<file path="src/rtl/shift_seq_pkg.sv">
// Shared encodings for the shift-register command sequencer: command opcodes
// and FSM states.
package shift_seq_pkg;

    typedef enum logic [1:0] {
        OP_LOAD     = 2'b00,
        OP_LOAD_SHL = 2'b01,
        OP_LOAD_SHR = 2'b10,
        OP_SHL      = 2'b11
    } cmd_op_e;

    typedef enum logic [2:0] {
        S_IDLE    = 3'd0,
        S_LOAD    = 3'd1,
        S_SHIFT   = 3'd2,
        S_CAPTURE = 3'd3,
        S_RESP    = 3'd4
    } seq_state_e;

    // Ops that start with a parallel load of cmd_data and then shift it.
    function automatic logic op_load_then_shift(input cmd_op_e op);
        return (op == OP_LOAD_SHL) || (op == OP_LOAD_SHR);
    endfunction

endpackage

</file>
<file path="src/rtl/shift_seq_counter.sv">
// Loadable down-counter that sets the number of SHIFT cycles. It flags
// "last" when one cycle remains and "zero" when it holds no count at all.
module shift_seq_counter #(
    parameter int CNT_W = 3
) (
    input  logic             clk,
    input  logic             reset,
    input  logic             ld,
    input  logic [CNT_W-1:0] ld_val,
    input  logic             dec,
    output logic             last,
    output logic             zero
);

    logic [CNT_W-1:0] cnt;

    always_ff @(posedge clk) begin
        if (reset) begin
            cnt <= '0;
        end else if (ld) begin
            cnt <= ld_val;
        end else if (dec && (cnt != '0)) begin
            cnt <= cnt - CNT_W'(1);
        end
    end

    assign last = (cnt == CNT_W'(1));
    assign zero = (cnt == '0);

endmodule

</file>
<file path="src/rtl/shift_cmd_sequencer.sv">
// Sequences one command into load/shift pulses for a universal shift register.
// It samples the resulting q and returns it on a response channel.
module shift_cmd_sequencer
    import shift_seq_pkg::*;
#(
    parameter int WIDTH = 4,
    parameter int CNT_W = 3
) (
    input  logic             clk,
    input  logic             reset,
    input  logic             cmd_valid,
    output logic             cmd_ready,
    input  logic [1:0]       cmd_op,
    input  logic [WIDTH-1:0] cmd_data,
    input  logic [CNT_W-1:0] cmd_count,
    output logic [WIDTH-1:0] d,
    output logic             load,
    output logic             shiftLeft,
    output logic             shiftRight,
    input  logic [WIDTH-1:0] q_in,
    output logic             rsp_valid,
    input  logic             rsp_ready,
    output logic [WIDTH-1:0] rsp_data
);

    // Handshakes: a transfer happens on a rising edge where valid && ready.
    // A valid source holds its payload stable until that edge, and ready
    // never depends combinationally on valid.

    seq_state_e state;
    cmd_op_e    op_q;
    logic       accept;
    logic       cnt_last;
    logic       cnt_zero;
    logic       cnt_dec;

    assign accept  = (state == S_IDLE) && cmd_valid && cmd_ready;
    assign cnt_dec = (state == S_SHIFT) && !cnt_last;

    shift_seq_counter #(
        .CNT_W (CNT_W)
    ) u_counter (
        .clk    (clk),
        .reset  (reset),
        .ld     (accept),
        .ld_val (cmd_count),
        .dec    (cnt_dec),
        .last   (cnt_last),
        .zero   (cnt_zero)
    );

    // Outputs are registered alongside the state, so each control takes the
    // value that belongs to the state being entered on the same edge.
    always_ff @(posedge clk) begin
        if (reset) begin
            state      <= S_IDLE;
            op_q       <= OP_LOAD;
            cmd_ready  <= 1'b0;
            d          <= '0;
            load       <= 1'b0;
            shiftLeft  <= 1'b0;
            shiftRight <= 1'b0;
            rsp_valid  <= 1'b0;
            rsp_data   <= '0;
        end else begin
            case (state)
                S_IDLE: begin
                    cmd_ready  <= 1'b1;
                    d          <= '0;
                    load       <= 1'b0;
                    shiftLeft  <= 1'b0;
                    shiftRight <= 1'b0;
                    if (accept) begin
                        cmd_ready <= 1'b0;
                        op_q      <= cmd_op_e'(cmd_op);
                        if (cmd_op_e'(cmd_op) == OP_SHL) begin
                            if (cmd_count == '0) begin
                                state <= S_CAPTURE;
                            end else begin
                                state     <= S_SHIFT;
                                shiftLeft <= 1'b1;
                            end
                        end else begin
                            state <= S_LOAD;
                            load  <= 1'b1;
                            d     <= cmd_data;
                        end
                    end
                end
                S_LOAD: begin
                    load <= 1'b0;
                    d    <= '0;
                    if (op_load_then_shift(op_q) && !cnt_zero) begin
                        state      <= S_SHIFT;
                        shiftLeft  <= (op_q == OP_LOAD_SHL);
                        shiftRight <= (op_q == OP_LOAD_SHR);
                    end else begin
                        state <= S_CAPTURE;
                    end
                end
                S_SHIFT: begin
                    if (cnt_last) begin
                        state      <= S_CAPTURE;
                        shiftLeft  <= 1'b0;
                        shiftRight <= 1'b0;
                    end
                end
                S_CAPTURE: begin
                    rsp_data  <= q_in;
                    rsp_valid <= 1'b1;
                    state     <= S_RESP;
                end
                S_RESP: begin
                    if (rsp_ready) begin
                        rsp_valid <= 1'b0;
                        cmd_ready <= 1'b1;
                        state     <= S_IDLE;
                    end
                end
                default: begin
                    state      <= S_IDLE;
                    cmd_ready  <= 1'b0;
                    d          <= '0;
                    load       <= 1'b0;
                    shiftLeft  <= 1'b0;
                    shiftRight <= 1'b0;
                    rsp_valid  <= 1'b0;
                end
            endcase
        end
    end

endmodule

</file>
<file path="config.mk">
export PLATFORM = sky130hd
export DESIGN_NAME = shift_cmd_sequencer
export DESIGN_NICKNAME = d
export VERILOG_FILES = /design/src/rtl/shift_seq_pkg.sv /design/src/rtl/shift_seq_counter.sv /design/src/rtl/shift_cmd_sequencer.sv
export SDC_FILE = /design/constraint.sdc
export NUM_CORES = 1
export LEC_CHECK = 0
export ABC_AREA = 1
export BUFFER_PORTS_ARGS = -buffer_cell sky130_fd_sc_hd__buf_2
export CORE_ASPECT_RATIO = 1.25
export CORE_MARGIN = 2
export CORE_UTILIZATION = 30
export CTS_CLUSTER_SIZE = 14
export DETAILED_ROUTE_END_ITERATION = 8
export HOLD_SLACK_MARGIN = 0.1
export PLACE_DENSITY_LB_ADDON = 0.1
export SLEW_MARGIN = 20
export SYNTH_ARGS = -nofsm -noshare
export SYNTH_HDL_FRONTEND = slang
export SYNTH_HIERARCHICAL = 1
export SYNTH_SLANG_ARGS = --single-unit
</file>
<file path="constraint.sdc">
create_clock -name clk -period 1.25 [get_ports clk]
set_input_delay 0.0625 -clock clk [delete_from_list [all_inputs] [get_ports clk]]
set_output_delay 0.0625 -clock clk [all_outputs]
set_load 0.01 [all_outputs]
</file>
**Yosys cells after proc, flatten, opt, wreduce, memory -nomap -nowiden**

Cells that the tools add are included.

- Flip-flop bits (word level): 21
- Output and inout bits: 13

- Eq/ne operators: 12
- Add/subtract/negate cells: 1
- Reductions and logical operators: 22
- Multiplexer cells: 28
- Bitwise gates (word level): 3

Operators by type and width:

| operator | count |
|---|---|
| 3-bit two-way mux | 6 |
| 3-bit case mux with 5 select lines | 1 |
| 1-bit two-way mux | 13 |
| 3-bit logical NOT | 3 |
| 1-bit case mux with 3 select lines | 3 |
| 3-bit OR reduction | 3 |
| 4-bit two-way mux | 2 |
| 2-bit inequality test, second input constant | 4 |
| 4-bit case mux with 2 select lines | 1 |
| 3-bit by 1-bit equality test with 1-bit output, second input constant | 2 |
| 3-bit by 2-bit equality test with 1-bit output, second input constant | 2 |
| 2-bit AND reduction | 3 |
| 3-bit AND reduction | 2 |
| 1-bit logical AND | 5 |
| 2-bit equality test, second input constant | 2 |
| 1-bit case mux with 4 select lines | 1 |
| 3-bit equality test, second input constant | 1 |
| 1-bit NOT | 3 |
| 3-bit nonzero test | 1 |
| 3-bit by 1-bit subtractor with 3-bit output, second input constant | 1 |
| 2-bit by 1-bit equality test with 1-bit output, second input constant | 1 |
| 1-bit logical NOT | 2 |
| 1-bit case mux with 2 select lines | 1 |
| 2-bit nonzero test | 1 |
| 2 further kinds | 2 |

**Depth between registers and ports, before layout**

- Depth after elaboration: 6
- Gate-level depth with buffers: 11

**By module**

Netlist, hierarchy kept.

By module, submodules not included:

| module | cells each | times used | area an instance (µm²) | seq. area each (µm²) |
|---|---|---|---|---|
| shift_cmd_sequencer | 119 | 1 | 885.8 | 360.3 |
| shift_seq_counter | 35 | 1 | 226.5 | 60.1 |

**Least setup slack after synthesis**

Ideal clock, no wire load.

- Kind: reg2reg
- Start: register state[0]
- End: register u_counter.cnt[2]
- Cell stages (with the launch flop): 9
- Setup time: 0.114 ns
- Buffers on the path: 0
- Period minus slack after synthesis: 1.289 ns
- Path slack: -0.039 ns
- Arrival: 1.175 ns
- Path through: dfxtp_1 -> nor2_4 -> nand2_2 -> nor2_2 -> inv_1 -> nand3_1 -> nand2_1 -> nand2_1 -> a21oi_2

- Longest elaborated chain between the ends: 4
- Elaborated cells between the ends (all ways): 8
- Classes of those cells: 1 x eq/ne; 1 x mux; 6 x reduce/logical

RTL lines:

| what | RTL line | text |
|---|---|---|
| start, declared | shift_cmd_sequencer.sv:30 | `seq_state_e state;` |
| start signal, assigned | shift_cmd_sequencer.sv:56 | `state <= S_IDLE;` |
| start signal, assigned | shift_cmd_sequencer.sv:78 | `state <= S_CAPTURE;` |
| start signal, assigned | shift_cmd_sequencer.sv:80 | `state <= S_SHIFT;` |
| 3-bit logical NOT (*) | shift_cmd_sequencer.sv:37 | `assign accept = (state == S_IDLE) && cmd_valid && cmd_ready;` |
| 1-bit logical AND (*) (2 in a row) | shift_cmd_sequencer.sv:37 |  |
| named net accept | shift_cmd_sequencer.sv:32 | `logic accept;` |
| 3-bit two-way mux / 2-bit nonzero test (equally long branches) | - |  |
| end signal, assigned | shift_seq_counter.sv:21 | `cnt <= ld_val;` |
| end signal, assigned | shift_seq_counter.sv:23 | `cnt <= cnt - CNT_W'(1);` |
| end, declared | shift_seq_counter.sv:15 | `logic [CNT_W-1:0] cnt;` |

The timed path passes the listed nets; every way through them passes the cells marked *.
A chain may end at the register's enable or synchronous reset.

**Final worst setup path**

- Start: register state[1]
- End: register op_q[1]

- Longest elaborated chain between the ends: 4

RTL lines:

| what | RTL line | text |
|---|---|---|
| 3-bit logical NOT (*) | shift_cmd_sequencer.sv:37, shift_cmd_sequencer.sv:66 |  |
| 1-bit logical AND (2 in a row) | shift_cmd_sequencer.sv:37 |  |
| 2-bit AND reduction (no line) (*) | - |  |
| end signal, assigned | shift_cmd_sequencer.sv:75 | `op_q <= cmd_op_e'(cmd_op);` |
| end, declared | shift_cmd_sequencer.sv:31 | `cmd_op_e op_q;` |

Mark *: on every way between the ends. The rest lies on a longest branch, timed or not.

==> impl_metrics.ini <==
[grt]
gr-max-usage-layer = met2
met1_usage = 0.167
grt_remaining_overflow = 0
grt_pass1_wl_mm = 4.72
use_met3 = 0.0267
grt_pass1_vias = 1129
antenna_found_initial = 0
grt_usage = 0.145
gr-usage-met2 = 0.245
grt_max_degree = 13

[route]
dr.pass1.iters = 4
num_vias = 1178
ant_nets = 0
wl_per_cell_um = 11.3
drcViolationCount = 0
vias_per_cell = 4.64
drt_iter0_markers = 24
wl_mm = 2.87

[synthesis]
synth_nets = 176
synth-seq-area-share = 0.378
ys_seq_elements = 21
synth.most_common_cell = nand2_1
synthArstFlopShare = 0
synth_area_mm2 = 0.00111
syn_inst = 154
yosys_warnings = 6
postSynthAreaPerCell_um2 = 7.22
synth_cell_type_count = 20
synth_ff_type = dfxtp_1
synth_commonest_cells = nand2_1, dfxtp_1, nor2_1
synth-edff-count = 0
yosysTopAreaCell = dfxtp_1
synthTopCellsByArea = dfxtp_1, nand2_1, nor2_1
synth_top_area_frac = 0.378

[sta]
setup_violations = 0
relSlewSlack = 0.807
worstMarginPinSlew_ps = 289
fmax_mhz = 801
fin_crit_ps = 1250
rsz0062_at_grt = yes
finalHoldViolations = 0
layout_setup_ws_ps = 1.15
maxSlewViolCount = 0
period_share = 0.999
clock-skew-final_ps = 1.38

[worst_hold_path]
min-delay-path-class = in2reg
holdPathStages = 4

[setup_path]
path_cells = nor2_4 -> buf_12 -> nand4_4 -> buf_4 -> o21ai_0 -> a21oi_1
cp_slowest_cell = dfxtp_4
cp-start-kind = register
crit_type = reg2reg
reg2reg_depth = 6
crit_arrival_ps = 1410
crit_fanout = 5
slowest_delay_ps = 370
cp.required_ps = 1410
regToRegSetupSlack_ps = 1
worst_setup_path_end_kind = register

[clock_tree]
cts_buffer_depth = 2
root_buffer = clkbuf_8
clk_latency_ps = 270
clkTransAtPathRegs_ps = 80
clkSinkCount = 21
cts_tree = built
cts-buffers-inserted = 3
h-tree-depth = 1

[final_layout]
instances_no_fill = 254
antennaDiodeCount = 0
fillers = 364
nets = 238
syn_to_final_growth_pct = 52.5
drive_gt1_frac = 0.428

[placement]
port-buffer-count = 29
place_inst = 233
dpl.hpwl_mm = 2.12
place_ws_ps = -65.7
gp_congestion = 0.867

[floorplanning]
coreArea_mm2 = 0.00351
initial_utilization = 0.317
die_x_um = 58.5
io_pins = 30
fp.dieH_um = 72.1
dieArea_mm2 = 0.00421
row_count = 24

[run]
cap_violations = 0

[status]
status = finished clean

[power_and_ir_drop]
power_density_mw_per_mm2 = 2180
irDropWorstVdd_mv = 1.17
leakagePower_nw = 0.804
power_w = 0.00369
==> report_power, final <==
group,switching [W],internal (W),total [W]
logic,0.00113,0.00107,0.00221
registers,0.000154,0.000860,0.00101
clock network,0.000249,0.000223,0.000472
total,0.00154,0.00216,0.00369
==> state kept, by name, summed over array words and instances (netlist names) <==
name           cells
d                  4
rsp_data           4
state              3
u_counter/cnt      3
op_q               2
cmd_ready          1
load               1
rsp_valid          1
shiftLeft          1
shiftRight         1
==> routing by layer <==
layer | wire, um | vias up | share of wire
met5 | 0 | - | 0
met4 | 97 | 0 | 0.034
li1 | - | 616 | -
met3 | 112 | 9 | 0.039
met2 | 1460 | 32 | 0.51
met1 | 1200 | 521 | 0.42
==> worst paths after layout <==
kind              endpoint  startpoint
hold / removal    state[2]   rsp_ready
setup reg to reg   op_q[1]    state[1]
setup / recovery   op_q[1]    state[1]
hold reg to reg       d[0]        d[0]
==> logic make-up (layout without fill, tap and decap cells) <==
kind of cell	after synthesis	after routing	share of synthesized area
buf+inv	23	84	0.0821
flops	21	21	0.378
simple gates	77	77	0.351
fa+ha+maj	5	5	0.0562
compound gates	28	28	0.133
==> per-stage QoR <==
| stage | setup TNS, ps | utilization | instance area (um2) | hold slack, ps |
|---|---|---|---|---|
| after detailed placement | -272 | 0.401 | 1410 | 317 |
| final | 0 | 0.483 | 1700 | 99.3 |
| after global routing | -712 | 0.483 | 1700 | 109 |
| after floorplan | 0 | - | 1120 | 125 |
| after global placement | -259 | 0.401 | 1410 | 311 |
| after CTS | -22.6 | 0.454 | 1590 | 100 |
==> worst max-delay path, delay by kind of cell (launching register included) <==
family / cells / cell delay (ps)
buffers and inverters: 2 / 300
flip-flops: 1 / 370
AND/OR/NAND/NOR: 2 / 240
AO/OA/AOI/OAI: 2 / 230
==> timing repair <==
action                                  CTS  global route
buffers inserted                          3             4
endpoints found under the setup margin   11            12
pin swaps                                 6            19
resized for setup                         9            25
hold buffers                             10             0
hold endpoints to repair                 10             0
==> placed cells by master, fill, tap and decap left out <==
cell type       n
buf_2          29
buf_6           2
nand2_1        26
inv_2           3
nor2_2          1
inv_4           4
a21oi_1        11
buf_12          1
a21oi_2         5
nor3_1          1
nand4_4         1
ha_1            3
o21ai_0         9
nand3_2         5
dfxtp_2         4
ha_4            2
o21ai_1         2
dlygate4sd3_1  10
dfxtp_1        15
clkbuf_8        3
nand4_1         2
buf_4          16
o21ai_2         1
inv_1          15
clkinv_2        1
nand2_4         2
nand3_1         9
dfxtp_4         2
nor2_1         20
nand2_2         6
nor2_4          4
==> layout make-up <==
| class | count | area (um2) | share of cell area |
|---|---|---|---|
| tap | 39 | 48.8 | 0.0288 |
| sequential | 21 | 433 | 0.255 |
| inverter | 22 | 92.6 | 0.0546 |
| multi-input combinational | 110 | 668 | 0.394 |
| timing repair buffer | 58 | 408 | 0.240 |
| clock inverter | 1 | 5.00 | 0.00295 |
| clock buffer | 3 | 41.3 | 0.0243 |
No activity file was read; power rests on OpenSTA's default activity.
